[src/rtl/alu_sequencer_pkg.sv]
// Shared types and constants for the byte-serial ALU sequencer and its divider.
package alu_sequencer_pkg;

    localparam int OPW = 3;
    localparam int DW  = 8;

    typedef enum logic [OPW-1:0] {
        OP_ADD = 3'd0,
        OP_SUB = 3'd1,
        OP_MUL = 3'd2,
        OP_DIV = 3'd3,
        OP_MOD = 3'd4,
        OP_EQ  = 3'd5,
        OP_GT  = 3'd6,
        OP_LT  = 3'd7
    } opcode_e;

    typedef enum logic [2:0] {
        ST_IDLE   = 3'd0,
        ST_GET_A  = 3'd1,
        ST_GET_B  = 3'd2,
        ST_EXEC   = 3'd3,
        ST_DIVIDE = 3'd4,
        ST_OUT    = 3'd5
    } state_e;

    // Only the low OPW bits select an operation; any set upper bit is illegal.
    function automatic logic is_legal_op(input logic [DW-1:0] op_byte);
        return (op_byte[DW-1:OPW] == 5'd0);
    endfunction

endpackage

[src/rtl/alu_sequencer_div_seq.sv]
// Eight-iteration restoring divider; the first iteration happens on the start edge.
module div_seq
    import alu_sequencer_pkg::*;
(
    input  logic          clk,
    input  logic          rst_n,
    input  logic          start,
    input  logic [DW-1:0] dividend,
    input  logic [DW-1:0] divisor,
    output logic          done,
    output logic [DW-1:0] quotient,
    output logic [DW-1:0] remainder
);

    logic [DW-1:0]   rem_r;
    logic [DW-1:0]   quo_r;
    logic [DW-1:0]   dvs_r;
    logic [3:0]      cnt_r;
    logic            busy_r;
    logic            done_r;
    logic [2*DW-1:0] first_step_s;
    logic [2*DW-1:0] next_step_s;

    // One restoring step: shift in the next dividend bit, subtract if it fits.
    function automatic logic [2*DW-1:0] div_step(
        input logic [DW-1:0] rem,
        input logic [DW-1:0] quo,
        input logic [DW-1:0] dvs
    );
        logic [DW:0] shifted;
        logic [DW:0] diff;
        shifted = {rem, quo[DW-1]};
        diff    = shifted - {1'b0, dvs};
        if (shifted >= {1'b0, dvs}) begin
            return {diff[DW-1:0], quo[DW-2:0], 1'b1};
        end else begin
            return {shifted[DW-1:0], quo[DW-2:0], 1'b0};
        end
    endfunction

    // Step values for the start edge and for subsequent busy edges.
    always_comb begin
        first_step_s = div_step(8'h00, dividend, divisor);
        next_step_s  = div_step(rem_r, quo_r, dvs_r);
    end

    // Iteration counter and shift registers; done pulses after the eighth step.
    always_ff @(posedge clk or negedge rst_n) begin
        if (!rst_n) begin
            rem_r  <= 8'h00;
            quo_r  <= 8'h00;
            dvs_r  <= 8'h00;
            cnt_r  <= 4'd0;
            busy_r <= 1'b0;
            done_r <= 1'b0;
        end else if (start) begin
            rem_r  <= first_step_s[2*DW-1:DW];
            quo_r  <= first_step_s[DW-1:0];
            dvs_r  <= divisor;
            cnt_r  <= 4'd1;
            busy_r <= 1'b1;
            done_r <= 1'b0;
        end else if (busy_r) begin
            rem_r <= next_step_s[2*DW-1:DW];
            quo_r <= next_step_s[DW-1:0];
            cnt_r <= cnt_r + 4'd1;
            if (cnt_r == 4'd7) begin
                busy_r <= 1'b0;
                done_r <= 1'b1;
            end else begin
                done_r <= 1'b0;
            end
        end else begin
            done_r <= 1'b0;
        end
    end

    assign done      = done_r;
    assign quotient  = quo_r;
    assign remainder = rem_r;

endmodule

[src/rtl/alu_sequencer.sv]
// Byte-serial ALU: collects opcode/A/B, computes, and holds a registered result until taken.
module alu_sequencer
    import alu_sequencer_pkg::*;
#(
    parameter bit DIV0_ERR = 1'b1
) (
    input  logic          clk,
    input  logic          rst_n,
    input  logic          in_valid,
    output logic          in_ready,
    input  logic [DW-1:0] in_data,
    output logic          out_valid,
    input  logic          out_ready,
    output logic [15:0]   out_result,
    output logic          out_flag,
    output logic          out_err
);

    state_e        state_r;
    logic [DW-1:0] op_r;
    logic [DW-1:0] a_r;
    logic [DW-1:0] b_r;
    logic          in_ready_r;
    logic          out_valid_r;
    logic [15:0]   out_result_r;
    logic          out_flag_r;
    logic          out_err_r;

    opcode_e       op_s;
    logic [DW-1:0] sum_s;
    logic [DW-1:0] diff_s;
    logic [15:0]   exec_result_s;
    logic          exec_flag_s;
    logic          exec_err_s;
    logic          needs_div_s;
    logic          div_start_s;
    logic          div_done_s;
    logic [DW-1:0] div_quo_s;
    logic [DW-1:0] div_rem_s;

    // Single-cycle results; DIV/MOD with a nonzero divisor defer to the divider.
    always_comb begin
        op_s          = opcode_e'(op_r[OPW-1:0]);
        sum_s         = a_r + b_r;
        diff_s        = a_r - b_r;
        exec_result_s = 16'h0000;
        exec_flag_s   = 1'b0;
        exec_err_s    = 1'b0;
        needs_div_s   = 1'b0;
        if (!is_legal_op(op_r)) begin
            exec_err_s = 1'b1;
        end else begin
            case (op_s)
                OP_ADD: exec_result_s = {8'h00, sum_s};
                OP_SUB: exec_result_s = {8'h00, diff_s};
                OP_MUL: exec_result_s = {8'h00, a_r} * {8'h00, b_r};
                OP_DIV,
                OP_MOD: begin
                    if (b_r == 8'h00) begin
                        exec_err_s = DIV0_ERR;
                    end else begin
                        needs_div_s = 1'b1;
                    end
                end
                OP_EQ:  exec_flag_s = (a_r == b_r);
                OP_GT:  exec_flag_s = (a_r > b_r);
                OP_LT:  exec_flag_s = (a_r < b_r);
                default: exec_err_s = 1'b1;
            endcase
        end
    end

    assign div_start_s = (state_r == ST_EXEC) && needs_div_s;

    div_seq u_div_seq (
        .clk       (clk),
        .rst_n     (rst_n),
        .start     (div_start_s),
        .dividend  (a_r),
        .divisor   (b_r),
        .done      (div_done_s),
        .quotient  (div_quo_s),
        .remainder (div_rem_s)
    );

    // Packet FSM with registered handshake and result outputs.
    always_ff @(posedge clk or negedge rst_n) begin
        if (!rst_n) begin
            state_r      <= ST_IDLE;
            op_r         <= 8'h00;
            a_r          <= 8'h00;
            b_r          <= 8'h00;
            in_ready_r   <= 1'b0;
            out_valid_r  <= 1'b0;
            out_result_r <= 16'h0000;
            out_flag_r   <= 1'b0;
            out_err_r    <= 1'b0;
        end else begin
            case (state_r)
                ST_IDLE: begin
                    in_ready_r <= 1'b1;
                    if (in_valid && in_ready_r) begin
                        op_r    <= in_data;
                        state_r <= ST_GET_A;
                    end else begin
                        state_r <= ST_IDLE;
                    end
                end
                ST_GET_A: begin
                    if (in_valid && in_ready_r) begin
                        a_r     <= in_data;
                        state_r <= ST_GET_B;
                    end else begin
                        state_r <= ST_GET_A;
                    end
                end
                ST_GET_B: begin
                    if (in_valid && in_ready_r) begin
                        b_r        <= in_data;
                        in_ready_r <= 1'b0;
                        state_r    <= ST_EXEC;
                    end else begin
                        state_r <= ST_GET_B;
                    end
                end
                ST_EXEC: begin
                    if (needs_div_s) begin
                        state_r <= ST_DIVIDE;
                    end else begin
                        out_result_r <= exec_result_s;
                        out_flag_r   <= exec_flag_s;
                        out_err_r    <= exec_err_s;
                        out_valid_r  <= 1'b1;
                        state_r      <= ST_OUT;
                    end
                end
                ST_DIVIDE: begin
                    if (div_done_s) begin
                        if (op_s == OP_DIV) begin
                            out_result_r <= {div_rem_s, div_quo_s};
                        end else begin
                            out_result_r <= {8'h00, div_rem_s};
                        end
                        out_flag_r  <= 1'b0;
                        out_err_r   <= 1'b0;
                        out_valid_r <= 1'b1;
                        state_r     <= ST_OUT;
                    end else begin
                        state_r <= ST_DIVIDE;
                    end
                end
                ST_OUT: begin
                    if (out_ready) begin
                        out_valid_r <= 1'b0;
                        in_ready_r  <= 1'b1;
                        state_r     <= ST_IDLE;
                    end else begin
                        state_r <= ST_OUT;
                    end
                end
                default: begin
                    out_valid_r <= 1'b0;
                    in_ready_r  <= 1'b1;
                    state_r     <= ST_IDLE;
                end
            endcase
        end
    end

    assign in_ready   = in_ready_r;
    assign out_valid  = out_valid_r;
    assign out_result = out_result_r;
    assign out_flag   = out_flag_r;
    assign out_err    = out_err_r;

endmodule

[config.mk]
export PLATFORM = sky130hd
export DESIGN_NAME = alu_sequencer
export DESIGN_NICKNAME = d
export VERILOG_FILES = /design/src/rtl/alu_sequencer_pkg.sv /design/src/rtl/alu_sequencer_div_seq.sv /design/src/rtl/alu_sequencer.sv
export SDC_FILE = /design/constraint.sdc
export NUM_CORES = 1
export LEC_CHECK = 0
export CAP_MARGIN = 20
export CORE_AREA = 5 5 121 123
export CTS_CLUSTER_DIAMETER = 80
export DETAILED_ROUTE_END_ITERATION = 6
export DIE_AREA = 0 0 126 128
export PLACE_DENSITY = 0.7
export SYNTH_ARGS = -nofsm -noshare
export SYNTH_HDL_FRONTEND = slang
export SYNTH_SLANG_ARGS = --single-unit
[constraint.sdc]
create_clock -name clk -period 5.7 [get_ports clk]
set_input_delay 1.14 -clock clk [delete_from_list [all_inputs] [get_ports clk]]
set_output_delay 1.14 -clock clk [all_outputs]
set_load 0.005 [all_outputs]
==> results of run 1 <==
critical path: stages, from the launching register on:
cell,delay [ps]
dfrtp_1,520
inv_1,160
nor2_1,170
fa_1,450
fa_1,470
fa_1,540
inv_1,50
fa_1,530
inv_1,40
ha_1,380
a2111o_1,480
o211a_1,140
o21ai_0,140
o311ai_0,170
mux2_2,270
nand3_1,70
sequential cells by signal, summed over array words and instances (netlist names):
signal / cells
out_flag: 1
u_div_seq.quotient: 8
u_div_seq.done: 1
b_r: 8
a_r: 8
op_r: 8
u_div_seq.busy_r: 1
out_valid: 1
u_div_seq.remainder: 8
u_div_seq.dvs_r: 8
in_ready: 1
u_div_seq.cnt_r: 4
out_err: 1
state_r: 3
out_result: 16
worst max path at each step:
| stage | endpoint | slack (ps) | cells after the start |
|---|---|---|---|
| CTS | out_result[14] | 1000 | 15 |
| global route | out_result[13] | 750 | 15 |
| floorplan | out_result[14] | 1150 | 15 |
| finish | out_result[14] | 980 | 15 |
| global placement | out_result[14] | 1160 | 14 |
| detailed placement | out_result[14] | 1020 | 14 |
layout make-up:
class,count,area [sq um],area share
well taps,180,225,0.0296
clock inverters,6,88.8,0.0117
repair buffers,35,358,0.0470
multi-input cells,564,4460,0.585
inverters,90,338,0.0443
flip-flops and latches,77,1930,0.253
clock buffers,9,225,0.0296
cell families (layout without fill, tap and decap cells):
| kind of cell | count (synthesis) | after routing | synth area share |
|---|---|---|---|
| compound gates | 159 | 159 | 0.151 |
| fa+ha+maj | 103 | 103 | 0.231 |
| xor+xnor | 20 | 20 | 0.0256 |
| mux | 42 | 42 | 0.0652 |
| simple gates | 240 | 240 | 0.178 |
| buf+inv | 121 | 140 | 0.0683 |
| flops | 77 | 77 | 0.281 |
synthesized netlist by cell type (4+ instances only):
cell type / instances / area share
mux2i_1: 21 / 0.031
o21ai_0: 44 / 0.032
ha_1: 64 / 0.12
a21o_1: 7 / 0.0077
buf_2: 8 / 0.0058
o21a_1: 7 / 0.0077
and2_1: 33 / 0.030
nor2_1: 53 / 0.029
inv_1: 89 / 0.049
o31ai_1: 4 / 0.0044
clkbuf_1: 19 / 0.010
xor2_1: 6 / 0.0077
nand3b_1: 7 / 0.0077
a211o_1: 4 / 0.0051
nor4_1: 4 / 0.0037
a31oi_1: 9 / 0.0082
nand4b_1: 4 / 0.0051
and3_1: 6 / 0.0055
a221oi_1: 5 / 0.0064
o22ai_1: 4 / 0.0037
nand2_1: 67 / 0.037
a41oi_1: 4 / 0.0051
nor3b_1: 4 / 0.0044
nand2b_1: 7 / 0.0064
nor2b_1: 4 / 0.0037
mux2_2: 21 / 0.035
a211oi_1: 6 / 0.0066
xnor2_1: 14 / 0.018
nand3_1: 20 / 0.015
o221ai_1: 5 / 0.0064
fa_1: 39 / 0.11
or3_1: 5 / 0.0046
o211ai_1: 7 / 0.0077
nor3_1: 12 / 0.0088
dfrtp_1: 77 / 0.28
a21oi_1: 34 / 0.025
stage by stage:
| stage | cell area, sq um | hold WS (ps) | utilization |
|---|---|---|---|
| after floorplan | 6850 | 450 | - |
| after global placement | 7280 | 473 | 0.537 |
| after detailed placement | 7280 | 481 | 0.537 |
| after CTS | 7590 | 494 | 0.560 |
| after global routing | 7620 | 527 | 0.562 |
| final | 7620 | 487 | 0.562 |
metal layers:
metal  up-vias  part of all wire  track usage
met4         0             0.022       0.0808
li1       2658                 -            -
met1      2814              0.44        0.327
met5         -                 0            0
met2       209              0.48        0.405
met3        34             0.061       0.0388
==> metrics.md, run 1 <==
| Metric | Value |
|---|---|
| Placed Cells | `945` |
| Syn nets | `877` |
| I/O Buffers | `31` |
| Largest net degree at the start of global routing | `78` |
| Routability cong. | `0.939` |
| Via count | `5715` |
| Yosys reg bits | `77` |
| Count of different cell masters after synthesis | `59` |
| Die area | `16100 sq um` |
| Drt drc | `0` |
| CTS clock-pin slew for the worst setup and hold paths | `60 ps` |
| Std-Cell Rows | `43` |
| Total clock sinks | `77` |
| Max-slew violation count | `0` |
| Final cell count without fillers | `961` |
| Share of layout cells above drive strength 1 | `0.0627` |
| Worst slew pin tran | `879 ps` |
| Unrepaired setup endpoints after global routing | `false` |
| Vias per cell | `5.95` |
| RR Startpoint | `b_r[2]` |
| Hold EP | `out_result[0]` |
| Outcome | `completed` |
| Fin. Hold Viols | `0` |
| Worst Reg-to-Reg Cells | `15` |
| Fill cell count | `1210` |
| First-pass GRT wire length | `31000 um` |
| CTS buffer count | `9` |
| Arrival @ worst endpoint | `4930 ps` |
| Worst-skew pair later-pin latency | `350 ps` |
| CTS tree | `yes` |
| Fin nets | `892` |
| Initial antenna violation count | `0` |
| Clk root buf | `clkbuf_16` |
| Required @ worst endpoint | `5920 ps` |
| Finish-stage setup viols | `0` |
| Syn. warnings | `0` |
| # IOs | `32` |
| Most common cell after layout, fill and taps aside | `inv_1` |
| Synthesized area per cell | `8.99 sq um` |
| Final worst slack | `982 ps` |
| Main flop type after synthesis | `dfrtp_1` |
| Critical path class | `reg2reg` |
| Post-Synthesis Cells | `762` |
| Setup TNS | `0 ps` |
| R2r endpoint | `out_result[14]` |
| Overall die width | `126 um` |
| Htree depth | `3` |
| Critical path startpoint category | `flip-flop` |
| Worst hold path startpoint | `out_result[0]` |
| Post-CTS Resized | `0` |
| Pre-antenna DRT Iters | `5` |
| Slew headroom | `0.414` |
| F_max | `212 MHz` |
| Fin crit period | `4720 ps` |
| Detailed Route WL | `19100 um` |
| Commonest non-fill, non-tap cells in the layout | `89 x inv_1, 77 x dfrtp_1, 67 x nand2_1` |
| Core area | `13600 sq um` |
| Vias in the first global route | `5840` |
| Post-CTS Repair Setup Buffers | `0` |
| Worst hold stages | `1` |
| DPL Wire Length | `14700 um` |
| Post-synth EDFFs | `0` |
| Max_cap viols | `0` |
| Clk buf depth | `2` |
| Pre-CTS setup slack | `1020 ps` |
| Asr flop ratio synth | `1.00` |
| Final Skew | `9.83 ps` |
| Initial core utilization | `0.505` |
| CP max FO | `9` |
| CP Capture Type | `flip-flop` |
| Synthesis-to-finish area growth | `11.2%` |
| Tot GR Track Use | `0.244` |
| Antenna Violating Nets Remaining | `0` |
| Cell area after synthesis | `6850 sq um` |
| Fin crit share | `0.828` |
| Height of the die | `128 um` |
| Post-synthesis sequential area ratio | `0.281` |
| ANT cells | `0` |
| Wirelength per Cell | `19.8 um` |
| Iter 0 DRT Violations | `443` |
| Hold WC Path Type | `reg2reg` |
| Hold Buf Count CTS | `0` |
| CP startpoint | `b_r[2]` |
| Gr ovfl total | `0` |
| Reg2Reg Setup Slack | `980 ps` |
Power of run 1 is not shown: default switching activity piles up to over one toggle a cycle in this logic, so the estimate is an artifact.
==> inputs of run 2 (changes only) <==
Settings changed: PLACE_DENSITY 0.7 to 0.72.
Clock period 5.7 ns to 4.3 ns, I/O delays scaled along.
==> run 2 against run 1 <==
Compared with the run above: non-clock buffer count increased by 52; clock skew increased by 0.61 ps; setup slack got worse by 940 ps; largest cell class unchanged; register-to-register slack got worse by 940 ps; flip-flop and latch count stayed put; count of clock-buffer cells in the layout stayed put; global-route usage up 0.16 points; wire length up 4.2%.
==> metrics.md, run 2 (synthesis gave the netlist of run 1 again) <==
| Metric | Value |
|---|---|
| R2r endpoint | `out_result[14]` |
| Finish-stage setup viols | `0 (unchanged)` |
| Fill cell count | `1200 (-0.83%)` |
| Total clock sinks | `77 (unchanged)` |
| Register area | `1940 sq um (+0.52%)` |
| Final Skew | `10.4 ps (+0.613 ps)` |
| Worst Reg-to-Reg Cells | `14 (-1)` |
| Htree depth | `3 (unchanged)` |
| Critical path buffers and inverters | `2 (-1)` |
| Vias in the first global route | `5950 (+1.9%)` |
| Critical-path cell list | `buf_4 > ha_1 > fa_1 > fa_1 > fa_1 > ha_1 > ha_1 > buf_4 > o21a_1 > o211a_1 > o21ai_2 > o311ai_2 > mux2_4 > nand3_2` |
| ANT cells | `0 (unchanged)` |
| Height of the die | `128 um (unchanged)` |
| CTS tree | `yes` |
| Reg2Reg Setup Slack | `40 ps (-940 ps)` |
| Pre-antenna DRT Iters | `5 (unchanged)` |
| Arrival @ worst endpoint | `4550 ps (-380 ps)` |
| Commonest non-fill, non-tap cells in the layout | `87 x inv_1, 69 x dfrtp_1, 66 x nand2_1` |
| Setup TNS | `0 ps (unchanged)` |
| Gr ovfl total | `0 (unchanged)` |
| Worst path slowest cell | `fa_1` |
| Share of layout cells above drive strength 1 | `0.160 (+0.0969)` |
| # IOs | `32 (unchanged)` |
| Max_cap viols | `0 (unchanged)` |
| I/O Buffers | `31 (unchanged)` |
| Die area | `16100 sq um (unchanged)` |
| Area of the multi-input gates | `4560 sq um (+2.4%)` |
| Initial core utilization | `0.505 (unchanged)` |
| Iter 0 DRT Violations | `620 (+40%)` |
| Max reg flops | `16 (unchanged)` |
| Outcome | `completed` |
| CP startpoint | `a_r[5]` |
| Hold WC Path Type | `in2async` |
| Worst-skew pair later-pin latency | `350 ps (about the same)` |
| Routability cong. | `0.922 (-1.8%)` |
| First-pass GRT wire length | `31100 um (+0.27%)` |
| Critical Path Max Stage Delay | `500 ps (-40 ps)` |
| Initial antenna violation count | `0 (unchanged)` |
| CTS clock-pin slew for the worst setup and hold paths | `70 ps (about the same)` |
| Required @ worst endpoint | `4590 ps (-1330 ps)` |
| RR Startpoint | `a_r[5]` |
| DPL Wire Length | `15000 um (+2.2%)` |
| Synthesis-to-finish area growth | `18.0%` |
| Drt drc | `0 (unchanged)` |
| Top cell family by delay on the critical path | `adder cells` |
| Via count | `5890 (+3.1%)` |
| Slew headroom | `0.412 (-0.00145)` |
| Fin nets | `944 (+5.8%)` |
| Critical path startpoint category | `flip-flop` |
| Fin. Hold Viols | `0 (unchanged)` |
| Most common cell after layout, fill and taps aside | `inv_1` |
| Detailed Route WL | `19800 um (+4.2%)` |
| Critical path class | `reg2reg` |
| Largest net degree at the start of global routing | `78 (unchanged)` |
| Core area | `13600 sq um (unchanged)` |
| CP max FO | `8 (-1)` |
| Critical path depth | `14 (-1)` |
| Tot GR Track Use | `0.245 (+0.00161)` |
| CP Capture Type | `flip-flop` |
| Hold Buf Count CTS | `0 (unchanged)` |
| Fin crit period | `4260 ps (-460 ps)` |
| Clk buf depth | `2 (unchanged)` |
| Vias per cell | `5.81 (-2.2%)` |
| F_max | `235 MHz (+11%)` |
| Antenna Violating Nets Remaining | `0 (unchanged)` |
| Std-Cell Rows | `43 (unchanged)` |
| Clk root buf | `clkbuf_16` |
| Overall die width | `126 um (unchanged)` |
| Wirelength per Cell | `19.6 um (-1.2%)` |
| Fin crit share | `0.990 (+0.162)` |
| Max-slew violation count | `0 (unchanged)` |
| CTS buffer count | `9 (unchanged)` |
| Unrepaired setup endpoints after global routing | `true` |
| Worst slew pin tran | `878 ps (-1.07 ps)` |
## run 2: cell count changes in the layout (fill, tap and decap cells not counted), sizes merged
| cell | delta |
|---|---|
| buf | +52 |
| inv | +1 |
| clkinv | +1 |
| bufinv | -2 |
## run 2: timing repair
action,CTS,global route
pin swaps,0,21
setup endpoints to repair,4,8
gates resized for setup,4,31
endpoints found under the hold margin,0,0
setup buffers,0,8
## run 2: cell type report
| class | instances | area share |
|---|---|---|
| multi-input combinational | 564 | 0.564 |
| sequential | 77 | 0.240 |
| timing repair buffer | 87 | 0.0939 |
| inverter | 90 | 0.0418 |
| clock buffer | 9 | 0.0279 |
| tap | 180 | 0.0279 |
| clock inverter | 6 | 0.00480 |
## run 2: worst max path at each step
stage	slack (ps)	end
after global placement	20	out_result[11]
after detailed placement	-40	out_result[11]
final	40	out_result[14]
after CTS	0.6	out_result[14]
after global routing	-80	out_result[11]
after floorplan	10	out_result[14]
## run 2: per-layer routing
layer	global-route usage	wire [um]	vias to the layer above
met4	0.0940	710	0
met3	0.0404	1210	56
met2	0.413	9630	214
met1	0.318	8290	2851
met5	0	0	-
li1	-	-	2769
## run 2: through the flow
| stage | utilization | cell area [sq um] | worst slack [ps] | hold WS (ps) | instances |
|---|---|---|---|---|---|
| floorplan | - | 6890 | 14.0 | 450 | 762 |
| global placement | 0.561 | 7600 | 23.4 | 477 | 988 |
| detailed placement | 0.561 | 7600 | -38.1 | 482 | 988 |
| CTS | 0.581 | 7870 | 0.635 | 495 | 1003 |
| global route | 0.596 | 8090 | -76.5 | 369 | 1013 |
| finish | 0.596 | 8090 | 42.8 | 365 | 1013 |
Power of run 2 is left out for the same reason.
